$ cat config.mk
export PLATFORM = sky130hd
export DESIGN_NAME = dc_countdown_timer_flat
export DESIGN_NICKNAME = d
export VERILOG_FILES = /design/src/rtl/dc_countdown_timer_if.sv /design/src/rtl/dc_countdown_timer.sv /design/src/flat_wrapper.sv
export SDC_FILE = /design/constraint.sdc
export NUM_CORES = 1
export LEC_CHECK = 0
export BUFFER_PORTS_ARGS = -buffer_cell sky130_fd_sc_hd__buf_2
export CORE_ASPECT_RATIO = 2
export CORE_MARGIN = 2
export CORE_UTILIZATION = 30
export DETAILED_ROUTE_END_ITERATION = 10
export GPL_TIMING_DRIVEN = 0
export MAX_ROUTING_LAYER = met4
export PLACE_DENSITY = 0.55
export SYNTH_ARGS = -nofsm -noshare
export SYNTH_HDL_FRONTEND = slang
export SYNTH_SLANG_ARGS = --single-unit
$ cat constraint.sdc
create_clock -name clk -period 3.5 [get_ports clk]
set_input_delay 0.525 -clock clk [delete_from_list [all_inputs] [get_ports clk]]
set_output_delay 0.525 -clock clk [all_outputs]
set_load 0.005 [all_outputs]
$ cat src/rtl/dc_countdown_timer_if.sv
// Load/control strobes and time/status outputs of the countdown timer.
// master drives the load digits and controls; slave is the timer itself.
interface dc_countdown_timer_if;
  logic       load;
  logic [3:0] ld_sec_unit;
  logic [2:0] ld_sec_ten;
  logic [3:0] ld_min_unit;
  logic [2:0] ld_min_ten;
  logic [3:0] ld_hour_unit;
  logic [1:0] ld_hour_ten;
  logic       start;
  logic       stop;
  logic       tick;

  logic [3:0] sec_unit;
  logic [2:0] sec_ten;
  logic [3:0] min_unit;
  logic [2:0] min_ten;
  logic [3:0] hour_unit;
  logic [1:0] hour_ten;
  logic       running;
  logic       done;
  logic       load_err;

  modport master (
    output load, ld_sec_unit, ld_sec_ten, ld_min_unit, ld_min_ten,
           ld_hour_unit, ld_hour_ten, start, stop, tick,
    input  sec_unit, sec_ten, min_unit, min_ten, hour_unit, hour_ten,
           running, done, load_err
  );

  modport slave (
    input  load, ld_sec_unit, ld_sec_ten, ld_min_unit, ld_min_ten,
           ld_hour_unit, ld_hour_ten, start, stop, tick,
    output sec_unit, sec_ten, min_unit, min_ten, hour_unit, hour_ten,
           running, done, load_err
  );
endinterface

$ cat src/rtl/dc_countdown_timer.sv
// BCD HH:MM:SS countdown timer with IDLE/RUN/EXPIRED control, a one-cycle
// done pulse on reaching zero and a one-cycle load_err pulse on bad loads.
module dc_countdown_timer (
  input  logic                  clk,
  input  logic                  reset,
  dc_countdown_timer_if.slave   tmr
);

  typedef enum logic [1:0] {
    IDLE    = 2'd0,
    RUN     = 2'd1,
    EXPIRED = 2'd2
  } state_t;

  state_t     state_q;
  logic [3:0] sec_unit_q;
  logic [2:0] sec_ten_q;
  logic [3:0] min_unit_q;
  logic [2:0] min_ten_q;
  logic [3:0] hour_unit_q;
  logic [1:0] hour_ten_q;
  logic       running_q;
  logic       done_q;
  logic       load_err_q;

  logic [3:0] sec_unit_d;
  logic [2:0] sec_ten_d;
  logic [3:0] min_unit_d;
  logic [2:0] min_ten_d;
  logic [3:0] hour_unit_d;
  logic [1:0] hour_ten_d;

  logic load_valid;
  logic count_zero;
  logic count_one;
  logic borrow_su, borrow_st, borrow_mu, borrow_mt, borrow_hu;

  // Any digit out of range, or 24..29 hours, makes the whole load invalid.
  assign load_valid = (tmr.ld_sec_unit  <= 4'd9) &&
                      (tmr.ld_sec_ten   <= 3'd5) &&
                      (tmr.ld_min_unit  <= 4'd9) &&
                      (tmr.ld_min_ten   <= 3'd5) &&
                      (tmr.ld_hour_unit <= 4'd9) &&
                      (tmr.ld_hour_ten  <= 2'd2) &&
                      !((tmr.ld_hour_ten == 2'd2) && (tmr.ld_hour_unit > 4'd3));

  assign count_zero = (sec_unit_q == 4'd0) && (sec_ten_q == 3'd0) &&
                      (min_unit_q == 4'd0) && (min_ten_q == 3'd0) &&
                      (hour_unit_q == 4'd0) && (hour_ten_q == 2'd0);

  assign count_one  = (sec_unit_q == 4'd1) && (sec_ten_q == 3'd0) &&
                      (min_unit_q == 4'd0) && (min_ten_q == 3'd0) &&
                      (hour_unit_q == 4'd0) && (hour_ten_q == 2'd0);

  // Ripple borrow: each digit wraps only when every lower digit is zero.
  assign borrow_su = (sec_unit_q  == 4'd0);
  assign borrow_st = borrow_su && (sec_ten_q   == 3'd0);
  assign borrow_mu = borrow_st && (min_unit_q  == 4'd0);
  assign borrow_mt = borrow_mu && (min_ten_q   == 3'd0);
  assign borrow_hu = borrow_mt && (hour_unit_q == 4'd0);

  always_comb begin
    sec_unit_d  = borrow_su ? 4'd9 : sec_unit_q - 4'd1;
    sec_ten_d   = sec_ten_q;
    min_unit_d  = min_unit_q;
    min_ten_d   = min_ten_q;
    hour_unit_d = hour_unit_q;
    hour_ten_d  = hour_ten_q;
    if (borrow_su) begin
      sec_ten_d = borrow_st ? 3'd5 : sec_ten_q - 3'd1;
    end
    if (borrow_st) begin
      min_unit_d = borrow_mu ? 4'd9 : min_unit_q - 4'd1;
    end
    if (borrow_mu) begin
      min_ten_d = borrow_mt ? 3'd5 : min_ten_q - 3'd1;
    end
    if (borrow_mt) begin
      hour_unit_d = borrow_hu ? 4'd9 : hour_unit_q - 4'd1;
    end
    // Count never goes below zero, so hour_ten is nonzero whenever this fires.
    if (borrow_hu) begin
      hour_ten_d = hour_ten_q - 2'd1;
    end
  end

  always_ff @(posedge clk) begin
    if (reset) begin
      state_q     <= IDLE;
      sec_unit_q  <= 4'd0;
      sec_ten_q   <= 3'd0;
      min_unit_q  <= 4'd0;
      min_ten_q   <= 3'd0;
      hour_unit_q <= 4'd0;
      hour_ten_q  <= 2'd0;
      running_q   <= 1'b0;
      done_q      <= 1'b0;
      load_err_q  <= 1'b0;
    end else begin
      done_q     <= 1'b0;
      load_err_q <= 1'b0;
      if (tmr.load) begin
        if (load_valid) begin
          sec_unit_q  <= tmr.ld_sec_unit;
          sec_ten_q   <= tmr.ld_sec_ten;
          min_unit_q  <= tmr.ld_min_unit;
          min_ten_q   <= tmr.ld_min_ten;
          hour_unit_q <= tmr.ld_hour_unit;
          hour_ten_q  <= tmr.ld_hour_ten;
          state_q     <= IDLE;
          running_q   <= 1'b0;
        end else begin
          load_err_q <= 1'b1;
        end
      end else if (tmr.stop) begin
        if (state_q == RUN) begin
          state_q   <= IDLE;
          running_q <= 1'b0;
        end
      end else if (tmr.start) begin
        if ((state_q == IDLE) && !count_zero) begin
          state_q   <= RUN;
          running_q <= 1'b1;
        end
      end else if (tmr.tick && (state_q == RUN)) begin
        sec_unit_q  <= sec_unit_d;
        sec_ten_q   <= sec_ten_d;
        min_unit_q  <= min_unit_d;
        min_ten_q   <= min_ten_d;
        hour_unit_q <= hour_unit_d;
        hour_ten_q  <= hour_ten_d;
        if (count_one) begin
          state_q   <= EXPIRED;
          running_q <= 1'b0;
          done_q    <= 1'b1;
        end
      end
    end
  end

  assign tmr.sec_unit  = sec_unit_q;
  assign tmr.sec_ten   = sec_ten_q;
  assign tmr.min_unit  = min_unit_q;
  assign tmr.min_ten   = min_ten_q;
  assign tmr.hour_unit = hour_unit_q;
  assign tmr.hour_ten  = hour_ten_q;
  assign tmr.running   = running_q;
  assign tmr.done      = done_q;
  assign tmr.load_err  = load_err_q;

endmodule

$ cat src/flat_wrapper.sv
// flat-port wrapper written by rule: the top's interface ports become plain ports
module dc_countdown_timer_flat 
  (clk, reset, tmr_load, tmr_ld_sec_unit, tmr_ld_sec_ten, tmr_ld_min_unit, tmr_ld_min_ten, tmr_ld_hour_unit, tmr_ld_hour_ten, tmr_start, tmr_stop, tmr_tick, tmr_sec_unit, tmr_sec_ten, tmr_min_unit, tmr_min_ten, tmr_hour_unit, tmr_hour_ten, tmr_running, tmr_done, tmr_load_err);
  dc_countdown_timer_if tmr_i ();
  input  logic clk;
  input  logic reset;
  input wire logic [$bits(tmr_i.load)-1:0] tmr_load;
  input wire logic [$bits(tmr_i.ld_sec_unit)-1:0] tmr_ld_sec_unit;
  input wire logic [$bits(tmr_i.ld_sec_ten)-1:0] tmr_ld_sec_ten;
  input wire logic [$bits(tmr_i.ld_min_unit)-1:0] tmr_ld_min_unit;
  input wire logic [$bits(tmr_i.ld_min_ten)-1:0] tmr_ld_min_ten;
  input wire logic [$bits(tmr_i.ld_hour_unit)-1:0] tmr_ld_hour_unit;
  input wire logic [$bits(tmr_i.ld_hour_ten)-1:0] tmr_ld_hour_ten;
  input wire logic [$bits(tmr_i.start)-1:0] tmr_start;
  input wire logic [$bits(tmr_i.stop)-1:0] tmr_stop;
  input wire logic [$bits(tmr_i.tick)-1:0] tmr_tick;
  output wire logic [$bits(tmr_i.sec_unit)-1:0] tmr_sec_unit;
  output wire logic [$bits(tmr_i.sec_ten)-1:0] tmr_sec_ten;
  output wire logic [$bits(tmr_i.min_unit)-1:0] tmr_min_unit;
  output wire logic [$bits(tmr_i.min_ten)-1:0] tmr_min_ten;
  output wire logic [$bits(tmr_i.hour_unit)-1:0] tmr_hour_unit;
  output wire logic [$bits(tmr_i.hour_ten)-1:0] tmr_hour_ten;
  output wire logic [$bits(tmr_i.running)-1:0] tmr_running;
  output wire logic [$bits(tmr_i.done)-1:0] tmr_done;
  output wire logic [$bits(tmr_i.load_err)-1:0] tmr_load_err;
  assign tmr_i.load = tmr_load;
  assign tmr_i.ld_sec_unit = tmr_ld_sec_unit;
  assign tmr_i.ld_sec_ten = tmr_ld_sec_ten;
  assign tmr_i.ld_min_unit = tmr_ld_min_unit;
  assign tmr_i.ld_min_ten = tmr_ld_min_ten;
  assign tmr_i.ld_hour_unit = tmr_ld_hour_unit;
  assign tmr_i.ld_hour_ten = tmr_ld_hour_ten;
  assign tmr_i.start = tmr_start;
  assign tmr_i.stop = tmr_stop;
  assign tmr_i.tick = tmr_tick;
  assign tmr_sec_unit = tmr_i.sec_unit;
  assign tmr_sec_ten = tmr_i.sec_ten;
  assign tmr_min_unit = tmr_i.min_unit;
  assign tmr_min_ten = tmr_i.min_ten;
  assign tmr_hour_unit = tmr_i.hour_unit;
  assign tmr_hour_ten = tmr_i.hour_ten;
  assign tmr_running = tmr_i.running;
  assign tmr_done = tmr_i.done;
  assign tmr_load_err = tmr_i.load_err;
  dc_countdown_timer u_core (.clk(clk), .reset(reset), .tmr(tmr_i));
endmodule
==> metrics.csv <==
metric;value;unit
rsz0062_at_grt;false;
coreArea;0.00514;mm2
routed_via_density;5.72;
cts_hold_buf;0;
p_per_area;328;mW/mm2
htree_levels;1;
cts_buffers;3;
path_delay_family;simple AND/OR/NAND/NOR gates;
routed_wl;5.20;mm
cp_slowest_stage_delay;0.57;ns
firstDrtPassIters;4;
required;3.68;ns
drc;0;
start_util;30.9;%
crit_path_max_fanout;9;
yosys_most_used_dff;dfxtp_1;
end_kind;register;
synth_warnings;0;
synth_top_area_share;30.2;%
maxSlewViolCount;0;
min_path_type;reg2reg;
synth-compound-area-share;30.1;%
grt_pass1_wl;8.20;mm
root_buffer;clkbuf_8;
tightestPinTransition;0.862;ns
ys_seq_area_share;30.2;%
synthMuxAreaShare;0.630;%
hold_viol;0;
period_minus_slack;2.23;ns
fmax;449;MHz
finalWeightedCongestion;0.841;
vias;1769;
slew_headroom;42.3;%
grt_pass1_vias;1692;
synth_cell_type_count;44;
crit_chain;inv_1 > ha_1 > nor4b_1 > a31oi_1 > or4_1 > o31ai_1;
ys_ff_latch;24;
async_flop_share;0;%
die_height;107;um
tns;0;ns
setup_viol;0;
syn2layout_area_growth;22.0;%
cts_tree;yes;
antenna_found_initial;0;
portBuffers;47;
hpwlAfterDp;4.01;mm
fillCellCount;569;
antenna_left;0;
slowest_stage;or4_1;
io_pins;49;
die-width;55.5;um
num_antenna_cells;0;
peakVddDrop;0.204;mV
syn_nets;236;
cp_data_arrival_time;2.41;ns
yosys.area_share.simple;24.6;%
synthTopCellsByArea;dfxtp_1, ha_1, nor2_1, inv_1, a21oi_1;
syn-instance-count;201;
synth_edf_count;0;
skew;0.00383;ns
initialDrtViolationCount;58;
drive_above_1_share;24.3;%
critPathBufInv;1;
row_count;37;
post_drt_wl_per_cell;16.8;um
cts_resized;0;
yosys.area.top_type;dfxtp_1;
startpoint_type;register;
synth-xor-area-share;0;%
synth_adder_area_share;7.09;%
leakage;0.788;nW
die_area;0.00593;mm2
synth_top_family_by_area;compound AO/OA/AOI/OAI gates;
ctsLongestPathBuffers;2;
clock-sinks;24;
postCtsSetupBuffers;0;
criticalPathCategory;reg2reg;
syn_avg_cell_area;7.91;um2
grt_overflow;0;
grt_max_degree;13;
status;finished, final reports clean;
finalCritPeriodShare;63.7;%
maxCapViolations;0;
total_power;0.636;mW
layout.nets;288;
grt_usage;17.8;%
syn_area;0.00159;mm2
worstSkewPairLatency;0.27;ns
utilization;37.7;%
clk_pin_slew_worst_paths;0.09;ns
## stage by stage
step,area (um2),cells,worst slack (ns),hold slack (ns)
floorplan,1590,201,1.64,0.448
global placement,1900,306,1.23,0.467
detailed placement,1900,306,1.24,0.476
CTS,1940,309,1.27,0.490
global route,1940,309,1.12,0.510
finish,1940,309,1.27,0.484
## worst paths after layout
path,startpoint,end,slack [ns],depth (start not counted)
setup / recovery,u_core.tmr.min_ten[0]$_SDFFE_PP0P_,u_core.tmr.hour_unit[1]$_SDFFE_PP0P_,1.27,6
hold reg to reg,u_core.state_q[1]$_SDFFE_PP0P_,u_core.state_q[1]$_SDFFE_PP0P_,0.48,2
setup reg to reg,u_core.tmr.min_ten[0]$_SDFFE_PP0P_,u_core.tmr.hour_unit[1]$_SDFFE_PP0P_,1.27,6
hold / removal,u_core.state_q[1]$_SDFFE_PP0P_,u_core.state_q[1]$_SDFFE_PP0P_,0.48,2
## cell usage after synthesis (5+ instances only)
cell type / number
inv_1: 19
nand2_1: 9
a21oi_1: 13
nor3_1: 6
nand3_1: 12
o31ai_1: 5
nor2_1: 21
a31oi_1: 6
o21ai_0: 12
dfxtp_1: 24
ha_1: 9
a211oi_1: 7
## tightest hold or removal path, stage by stage, from the launching register on
cell	delay [ns]
dfxtp_1	0.34
nand2_1	0.06
o21bai_1	0.05
## logic make-up after synthesis
kind of cell / after synthesis
compound gates: 70
simple gates: 70
buf+inv: 27
flops: 24
fa+ha+maj: 9
mux: 1
## state kept, by name (all words and copies together), names as in the netlist
name	count
u_core.tmr.hour_unit	4
u_core.tmr.sec_unit	4
u_core.tmr.done	1
u_core.tmr.sec_ten	3
u_core.tmr.min_ten	3
u_core.tmr.hour_ten	2
u_core.tmr.min_unit	4
u_core.state_q	2
u_core.tmr.load_err	1
## power by group
group	switching, mW	internal (mW)	leakage [nW]
combinational	0.104	0.0704	0.572
clock	0.0922	0.0772	0.0216
sequential	0.0101	0.282	0.194
total	0.206	0.430	0.788
## placed cells by master (no fill, tap or decap), types with 4 or more instances in the layout
cell,netlist,final
buf_2,0,47
dfxtp_1,24,24
nor2_1,21,21
inv_1,19,19
a21oi_1,13,13
o21ai_0,12,12
nand3_1,12,12
nand2_1,9,9
ha_1,9,9
a211oi_1,7,7
a31oi_1,6,6
nor3_1,6,6
o31ai_1,5,5
a22oi_1,4,4
clkbuf_1,4,4
nand4_1,4,4
o211ai_1,4,4
## metal layers
layer  up-vias  GRT usage [%]  share of wire, %  routed length, um
li1        856              -                 -                  -
met5         -              -                 0                  0
met3        13           1.45               3.7                190
met1       850           19.9                39               2050
met2        50           31.5                54               2800
met4         0           8.71               3.1                159
## area by class of cell
class,instances,area (um2),share of cell area [%]
Tap cell,58,72.6,3.74
Timing Repair Buffer,47,235,12.1
Multi-Input combinational cell,150,991,51.1
Clock buffer,3,41.3,2.13
Sequential cell,24,480,24.8
Inverter,19,71.3,3.68
Buffer,8,46.3,2.39
Power figures use the tool's default switching activity.
